--- src/rtl/ddr_port_arbiter.sv ---
// ddr_port_arbiter
//
// Two-requester round-robin arbiter and sequencer for the DDR controller's
// simple memory command port. It accepts one transaction at a time, issues a
// one-cycle read or write strobe, and waits for mem_ack with a timeout. It then
// returns the response to the requester that was granted. At most one
// transaction is outstanding, so the response bus (rsp_rdata/rsp_err) is
// shared and qualified by rsp0_valid/rsp1_valid.
//
// Ports:
//   ACLK, ARESETN              clock, synchronous active-low reset
//   reqN_valid/ready           request handshake (ready is a one-cycle accept)
//   reqN_we/addr/wdata/wstrb   request payload, sampled on the accept cycle
//   rspN_valid/ready           response handshake for requester N
//   rsp_rdata, rsp_err         shared response payload (err = timeout)
//   mem_wr_en, mem_rd_en       one-cycle command strobes
//   mem_add/wdata/wstrb        latched command payload, held until next accept
//   mem_rdata, mem_ack         completion from the memory side
module ddr_port_arbiter #(
    parameter int ADDR_W  = 32,
    parameter int DATA_W  = 32,
    parameter int TIMEOUT = 255
) (
    input  logic                ACLK,
    input  logic                ARESETN,
    input  logic                req0_valid,
    input  logic                req1_valid,
    output logic                req0_ready,
    output logic                req1_ready,
    input  logic                req0_we,
    input  logic                req1_we,
    input  logic [ADDR_W-1:0]   req0_addr,
    input  logic [ADDR_W-1:0]   req1_addr,
    input  logic [DATA_W-1:0]   req0_wdata,
    input  logic [DATA_W-1:0]   req1_wdata,
    input  logic [DATA_W/8-1:0] req0_wstrb,
    input  logic [DATA_W/8-1:0] req1_wstrb,
    output logic                rsp0_valid,
    output logic                rsp1_valid,
    input  logic                rsp0_ready,
    input  logic                rsp1_ready,
    output logic [DATA_W-1:0]   rsp_rdata,
    output logic                rsp_err,
    output logic                mem_wr_en,
    output logic                mem_rd_en,
    output logic [ADDR_W-1:0]   mem_add,
    output logic [DATA_W-1:0]   mem_wdata,
    output logic [DATA_W/8-1:0] mem_wstrb,
    input  logic [DATA_W-1:0]   mem_rdata,
    input  logic                mem_ack
);

    localparam int STRB_W = DATA_W / 8;
    // Timeout fires in the WAIT cycle whose increment would make the
    // counter equal TIMEOUT, i.e. after exactly TIMEOUT WAIT cycles.
    localparam logic [15:0] CNT_LAST = 16'(TIMEOUT - 1);

    typedef enum logic [1:0] {
        IDLE  = 2'd0,
        ISSUE = 2'd1,
        WAIT  = 2'd2,
        RESP  = 2'd3
    } state_t;

    state_t              state_reg, state_next;
    logic                grant_reg, grant_next;
    logic                last_grant_reg, last_grant_next;
    logic                we_reg, we_next;
    logic [ADDR_W-1:0]   addr_reg, addr_next;
    logic [DATA_W-1:0]   wdata_reg, wdata_next;
    logic [STRB_W-1:0]   wstrb_reg, wstrb_next;
    logic [15:0]         cnt_reg, cnt_next;
    logic [DATA_W-1:0]   rdata_reg, rdata_next;
    logic                err_reg, err_next;

    logic                winner;
    logic                accept;
    logic                rsp_taken;

    // Winner selection: a lone requester wins; on contention the requester
    // that was not granted last time wins.
    always_comb begin
        winner = 1'b0;
        if (req0_valid && req1_valid) begin
            winner = ~last_grant_reg;
        end else if (req1_valid) begin
            winner = 1'b1;
        end
    end

    // Ready is gated by ARESETN so nothing appears accepted while the block
    // is being held in reset.
    assign accept    = (state_reg == IDLE) && (req0_valid || req1_valid) && ARESETN;
    assign rsp_taken = grant_reg ? rsp1_ready : rsp0_ready;

    always_comb begin
        state_next      = state_reg;
        grant_next      = grant_reg;
        last_grant_next = last_grant_reg;
        we_next         = we_reg;
        addr_next       = addr_reg;
        wdata_next      = wdata_reg;
        wstrb_next      = wstrb_reg;
        cnt_next        = cnt_reg;
        rdata_next      = rdata_reg;
        err_next        = err_reg;

        req0_ready      = 1'b0;
        req1_ready      = 1'b0;
        mem_wr_en       = 1'b0;
        mem_rd_en       = 1'b0;
        rsp0_valid      = 1'b0;
        rsp1_valid      = 1'b0;

        case (state_reg)
            IDLE: begin
                if (accept) begin
                    req0_ready = ~winner;
                    req1_ready = winner;
                    grant_next = winner;
                    we_next    = winner ? req1_we    : req0_we;
                    addr_next  = winner ? req1_addr  : req0_addr;
                    wdata_next = winner ? req1_wdata : req0_wdata;
                    wstrb_next = winner ? req1_wstrb : req0_wstrb;
                    state_next = ISSUE;
                end
            end
            ISSUE: begin
                // mem_ack during the strobe cycle is deliberately ignored.
                mem_wr_en  = we_reg;
                mem_rd_en  = ~we_reg;
                cnt_next   = '0;
                state_next = WAIT;
            end
            WAIT: begin
                if (mem_ack) begin
                    // Ack takes priority over a coincident timeout.
                    rdata_next = we_reg ? '0 : mem_rdata;
                    err_next   = 1'b0;
                    state_next = RESP;
                end else if (cnt_reg == CNT_LAST) begin
                    cnt_next   = cnt_reg + 16'd1;
                    rdata_next = '0;
                    err_next   = 1'b1;
                    state_next = RESP;
                end else begin
                    cnt_next   = cnt_reg + 16'd1;
                end
            end
            RESP: begin
                rsp0_valid = ~grant_reg;
                rsp1_valid = grant_reg;
                if (rsp_taken) begin
                    last_grant_next = grant_reg;
                    state_next      = IDLE;
                end
            end
            default: begin
                state_next = IDLE;
            end
        endcase
    end

    always_ff @(posedge ACLK) begin
        if (!ARESETN) begin
            state_reg      <= IDLE;
            grant_reg      <= 1'b0;
            last_grant_reg <= 1'b1;
            we_reg         <= 1'b0;
            addr_reg       <= '0;
            wdata_reg      <= '0;
            wstrb_reg      <= '0;
            cnt_reg        <= '0;
            rdata_reg      <= '0;
            err_reg        <= 1'b0;
        end else begin
            state_reg      <= state_next;
            grant_reg      <= grant_next;
            last_grant_reg <= last_grant_next;
            we_reg         <= we_next;
            addr_reg       <= addr_next;
            wdata_reg      <= wdata_next;
            wstrb_reg      <= wstrb_next;
            cnt_reg        <= cnt_next;
            rdata_reg      <= rdata_next;
            err_reg        <= err_next;
        end
    end

    assign mem_add   = addr_reg;
    assign mem_wdata = wdata_reg;
    assign mem_wstrb = wstrb_reg;
    assign rsp_rdata = rdata_reg;
    assign rsp_err   = err_reg;

endmodule
--- config.mk ---
export PLATFORM = sky130hd
export DESIGN_NAME = ddr_port_arbiter
export DESIGN_NICKNAME = d
export VERILOG_FILES = /design/src/rtl/ddr_port_arbiter.sv
export SDC_FILE = /design/constraint.sdc
export NUM_CORES = 1
export LEC_CHECK = 0
export CAP_MARGIN = 40
export CORE_MARGIN = 4
export CORE_UTILIZATION = 40
export CTS_CLUSTER_SIZE = 16
export DETAILED_ROUTE_END_ITERATION = 8
export PLACE_DENSITY = 0.81
export SLEW_MARGIN = 10
export SYNTH_ARGS = -nofsm -noshare
export SYNTH_HDL_FRONTEND = slang
export SYNTH_SLANG_ARGS = --single-unit
--- constraint.sdc ---
create_clock -name ACLK -period 2.25 [get_ports ACLK]
set_input_delay 0.5625 -clock ACLK [delete_from_list [all_inputs] [get_ports ACLK]]
set_output_delay 0.5625 -clock ACLK [all_outputs]
set_load 0.05 [all_outputs]
---- Word-level counts from Yosys, hierarchy flattened ----
Cells that the tools add are included.
storage, ports and cells
  bits in registers ....................... 122
  bits in latches ......................... 0
  memory bits (writable) .................. 0
  bits in read-only memories .............. 0
  bits of input ports ..................... 177
  output and inout bits ................... 107
  memories kept ........................... 0
operators by class
  add/subtract/negate cells ............... 1
  multiply operators ...................... 0
  div/mod/pow operators ................... 0
  $lt $le $gt $ge ......................... 0
  equal/unequal tests ..................... 8
  shifts and indexed selects .............. 0
  mux-type cells .......................... 27
  bitwise gates (word level) .............. 4
  reductions and logical operators ........ 12
operators with widths
  operator                                         number
  two-way mux 32 bit                               5
  case mux 16 bit (2 select lines)                 1
  adder 16 x 1 -> 16 bit (second input constant)   1
  == test 16 x 8 -> 1 bit (second input constant)  1
  two-way mux 16 bit                               1
  two-way mux 1 bit                                14
  two-way mux 2 bit                                4
  case mux 2 bit (4 select lines)                  1
  AND reduction 2 bit                              4
  != test 2 bit (second input constant)            3
  == test 2 bit (second input constant)            2
  two-way mux 4 bit                                1
  NOT 1 bit                                        4
  nonzero test 2 bit                               2
  logical AND 1 bit                                3
  != test 3 bit (second input constant)            1
  AND reduction 3 bit                              1
  == test 2 x 1 -> 1 bit (second input constant)   1
  zero test 2 bit                                  1
  logical OR 1 bit                                 1

---- Longest topological paths before layout ----
  depth after elaboration ................. 5
  gate-level depth with buffers ........... 9

---- Worst setup path after synthesis ----
Ideal clock, no wire load.
  path type ............................... input -> output
  from .................................... input port req1_valid
  to ...................................... output port req0_ready
  arrival time ............................ 2.175 ns
  required time ........................... 1.688 ns
  path slack .............................. -0.487 ns
  stages on the path ...................... 4
  buffers on the path ..................... 2
  path through ............................ a21boi_0 -> buf_2 -> buf_1 -> nor3_1
between the ends
  word-level cells in the longest chain between the ends .. 5
ends and longest elaborated chain
  element                                                 line     source
  from (decl)                                             27       input logic req1_valid,
  two-way mux 1 bit (tied with other cells)               86       end else if (req1_valid) begin
  two-way mux 1 bit or logical AND 1 bit (tied branches)  84, 93
  NOT 1 bit or logical AND 1 bit (tied branches)          118, 93
  two-way mux 1 bit *                                     117      if (accept) begin
  two-way mux 1 bit *                                     115      case (state_reg)
  to (decl)                                               28       output logic req0_ready,
Every way passes the cells marked *; elsewhere a longest branch is shown, timed or not.

---- Worst setup path after layout ----
  from .................................... input port ARESETN
  to ...................................... output port req0_ready
between the ends
  word-level cells in the longest chain between the ends .. 3
ends and longest elaborated chain
  element            line  source
  from (decl)        25    input logic ARESETN,
  logical AND 1 bit  93    assign accept = (state_reg == IDLE) && (req0_valid || req1_valid) && ARESETN;
  two-way mux 1 bit  117
  two-way mux 1 bit  115
Every way passes these cells.

==> flow_summary.yaml <==
clock_network:
  htree_num_levels: 4
  cts_tree: "done"
  clock_path_buffers: 2
  cts.clk_slew.worst_paths_ns: 0.05
  cts_buffers: 17
  clock-sinks: 122
  cts_root_buf: "clkbuf_16"
  insertion_delay_ns: 0.42
logic_synthesis:
  syn_inst: 594
  netlist_area_um2: 5470
  synth_fp_nets: 777
  synth_warnings: 0
  synth.distinct_cells: 40
  ys_seq_elements: 122
  yosysSeqAreaShare_pct: 44.7
  synth_edf_count: 0
  ys.flop_type: "dfxtp_1"
  synth_area_per_cell_um2: 9.21
  synthArstFlopShare_pct: 0
final_layout:
  filler_cell_count: 981
  drive_gt1_share_pct: 8.66
  final_util_pct: 69.4
  final_nets: 1059
  stdcell_area_um2: 9230
  syn_to_final_growth_pct: 68.8
floorplanning:
  die_w_um: 125
  io-pin-count: 284
  rows: 42
  core_um2: 13300
  initial_core_util_pct: 41.1
  die_area_um2: 15600
  die_h_um: 125
route:
  drtPass1Iterations: 7
  wl_per_cell_um: 17.0
  wl_mm: 18.1
  dr.first_iter.drc_count: 331
  vias: 5464
  drc: 0
  drtAntennaViolNets: 0
  vias_per_cell: 5.13
sta:
  finalCriticalPeriod_ns: 2.22
  fin_crit_sh_pct: 98.6
  rsz0062_at_grt: "no"
  relSlewSlack_pct: 60.7
  tightest_slew_ns: 0.588
  fin_skew_ns: 0.00599
  drv_slew: 0
  fmax_ghz: 0.451
  setup_violations: 0
  hold_violations: 0
worst_setup_path:
  critPathKind: "in2out"
  cp-end-kind: "output pin"
  crit_arrival_ns: 1.66
  start_kind: "input port"
  crit_path_max_fanout: 3
  crit_required_ns: 1.69
global_route:
  grt_pass1_wl_mm: 28.6
  overflow: 0
  grt_use_total_pct: 22.8
  grt_start_max_net_pins: 70
  grt_pass1_vias: 5588
  antenna_found_initial: 2
place:
  numPortBuffers: 283
  dp_hpwl_mm: 13.8
  placedInstanceArea_um2: 8650
  place_congestion: 0.875
pwr:
  max-vdd-ir-drop_mv: 0.759
  p_leak_nw: 3.56
  p_per_area_nw_per_um2: 989
worst_hold_path:
  hold_class: "reg2reg"
run_status:
  status: "complete, no violations"
flow_run:
  maxCapViolCount: 0
[cells by family (layout without fill, tap and decap cells)]
group	Yosys count	after routing	synth area share (%)
flops	122	122	44.7
compound gates	104	104	13.4
buf+inv	53	348	4.37
fa+ha+maj	6	6	1.37
other cells	0	1	0
simple gates	200	200	16.2
mux	109	109	20.0
[repair_timing]
action | CTS | global route
buffers inserted | 0 | 1
endpoints found under the setup margin | 2 | 2
resized for setup | 4 | 1
endpoints found under the hold margin | 0 | 0
pin swaps | 0 | 1
hold buffers | 0 | 0
[layout make-up]
class / count / area [µm²] / share of cell area, %
clock inverters: 10 / 100 / 1.08
well taps: 176 / 220 / 2.39
diodes: 1 / 2.50 / 0.0271
repair buffers: 309 / 3150 / 34.1
flip-flops and latches: 122 / 2440 / 26.5
clock buffers: 22 / 454 / 4.92
inverters: 7 / 26.3 / 0.285
multi-input cells: 419 / 2840 / 30.8
[layout by cell type (no fill, tap or decap), types with 2 or more instances in the layout]
cell / Yosys / final
a211oi_1: 71 / 71
nand2b_1: 3 / 3
and4_1: 2 / 2
nand2_1: 77 / 77
nand3_1: 7 / 7
a21oi_1: 15 / 15
clkbuf_16: 0 / 17
nor4_1: 2 / 2
mux2_2: 3 / 3
clkdlybuf4s50_1: 0 / 275
nand3b_1: 2 / 2
clkinv_2: 0 / 8
or3_1: 3 / 3
nor2_1: 83 / 81
clkbuf_1: 28 / 4
mux2i_1: 106 / 106
ha_1: 6 / 5
buf_12: 0 / 11
and2_1: 3 / 2
or4_1: 4 / 4
o211ai_1: 3 / 3
buf_4: 0 / 22
nand4_1: 2 / 2
o21ai_0: 6 / 5
a22oi_1: 2 / 2
bufinv_16: 0 / 2
inv_1: 6 / 6
o311ai_0: 3 / 3
dfxtp_1: 122 / 122
nor2b_1: 3 / 3
[where the power goes]
| part | total [mW] | leakage, nW | internal, mW | switching, mW |
|---|---|---|---|---|
| sequential | 2.75 | 0.998 | 2.52 | 0.220 |
| combinational | 3.81 | 2.28 | 1.49 | 2.32 |
| clock | 2.57 | 0.281 | 1.64 | 0.933 |
| total | 9.13 | 3.56 | 5.66 | 3.47 |
[worst max-delay path: stages]
cell	delay, ns
clkdlybuf4s50_1	0.55
o21ai_2	0.13
nor3_2	0.24
buf_12	0.17
[synthesized netlist by cell type (2+ instances only)]
library cell	instances	share of area [%]
a211oi_1	71	9.7
a21oi_1	15	1.4
a22oi_1	2	0.27
and2_1	3	0.34
and4_1	2	0.32
buf_2	14	1.3
buf_6	3	0.62
clkbuf_1	28	1.9
dfxtp_1	122	45
ha_1	6	1.4
inv_1	6	0.41
mux2_2	3	0.62
mux2i_1	106	19
nand2_1	77	5.3
nand2b_1	3	0.34
nand3_1	7	0.64
nand3b_1	2	0.27
nand4_1	2	0.23
nor2_1	83	5.7
nor2b_1	3	0.34
nor3_1	2	0.18
nor4_1	2	0.23
o211ai_1	3	0.41
o21ai_0	6	0.55
o311ai_0	3	0.48
or3_1	3	0.34
or4_1	4	0.55
[per-stage QoR]
step	power [mW]	TNS, ns	cells	setup slack [ns]	hold slack [ns]
after global routing	9.55	0	1066	0.00130	0.477
after global placement	6.47	-6.00	1032	-0.275	0.445
after floorplan	5.11	-0.0638	594	-0.0638	0.466
final	9.13	0	1066	0.0314	0.462
after detailed placement	6.56	-8.95	1032	-0.286	0.455
after CTS	9.18	0	1064	0.0176	0.464
[layer usage]
| layer | up-vias | track usage (%) | wire [µm] |
|---|---|---|---|
| met3 | 43 | 10.1 | 1690 |
| met5 | - | 0 | 13 |
| met1 | 2531 | 23.6 | 6560 |
| met4 | 2 | 10.4 | 605 |
| li1 | 2667 | - | - |
| met2 | 221 | 39.7 | 9280 |
[path summary, 6_finish.rpt]
path | start | end | slack [ns] | cells after the start
worst max-delay path | ARESETN | req0_ready | 0.03 | 4
worst min register to register | rsp_rdata[3] | rsp_rdata[3] | 0.46 | 2
worst min-delay path | rsp_rdata[3] | rsp_rdata[3] | 0.46 | 2
worst max register to register | cnt_reg[2] | rsp_rdata[21] | 0.33 | 5
(Power assumes the default switching activity.)
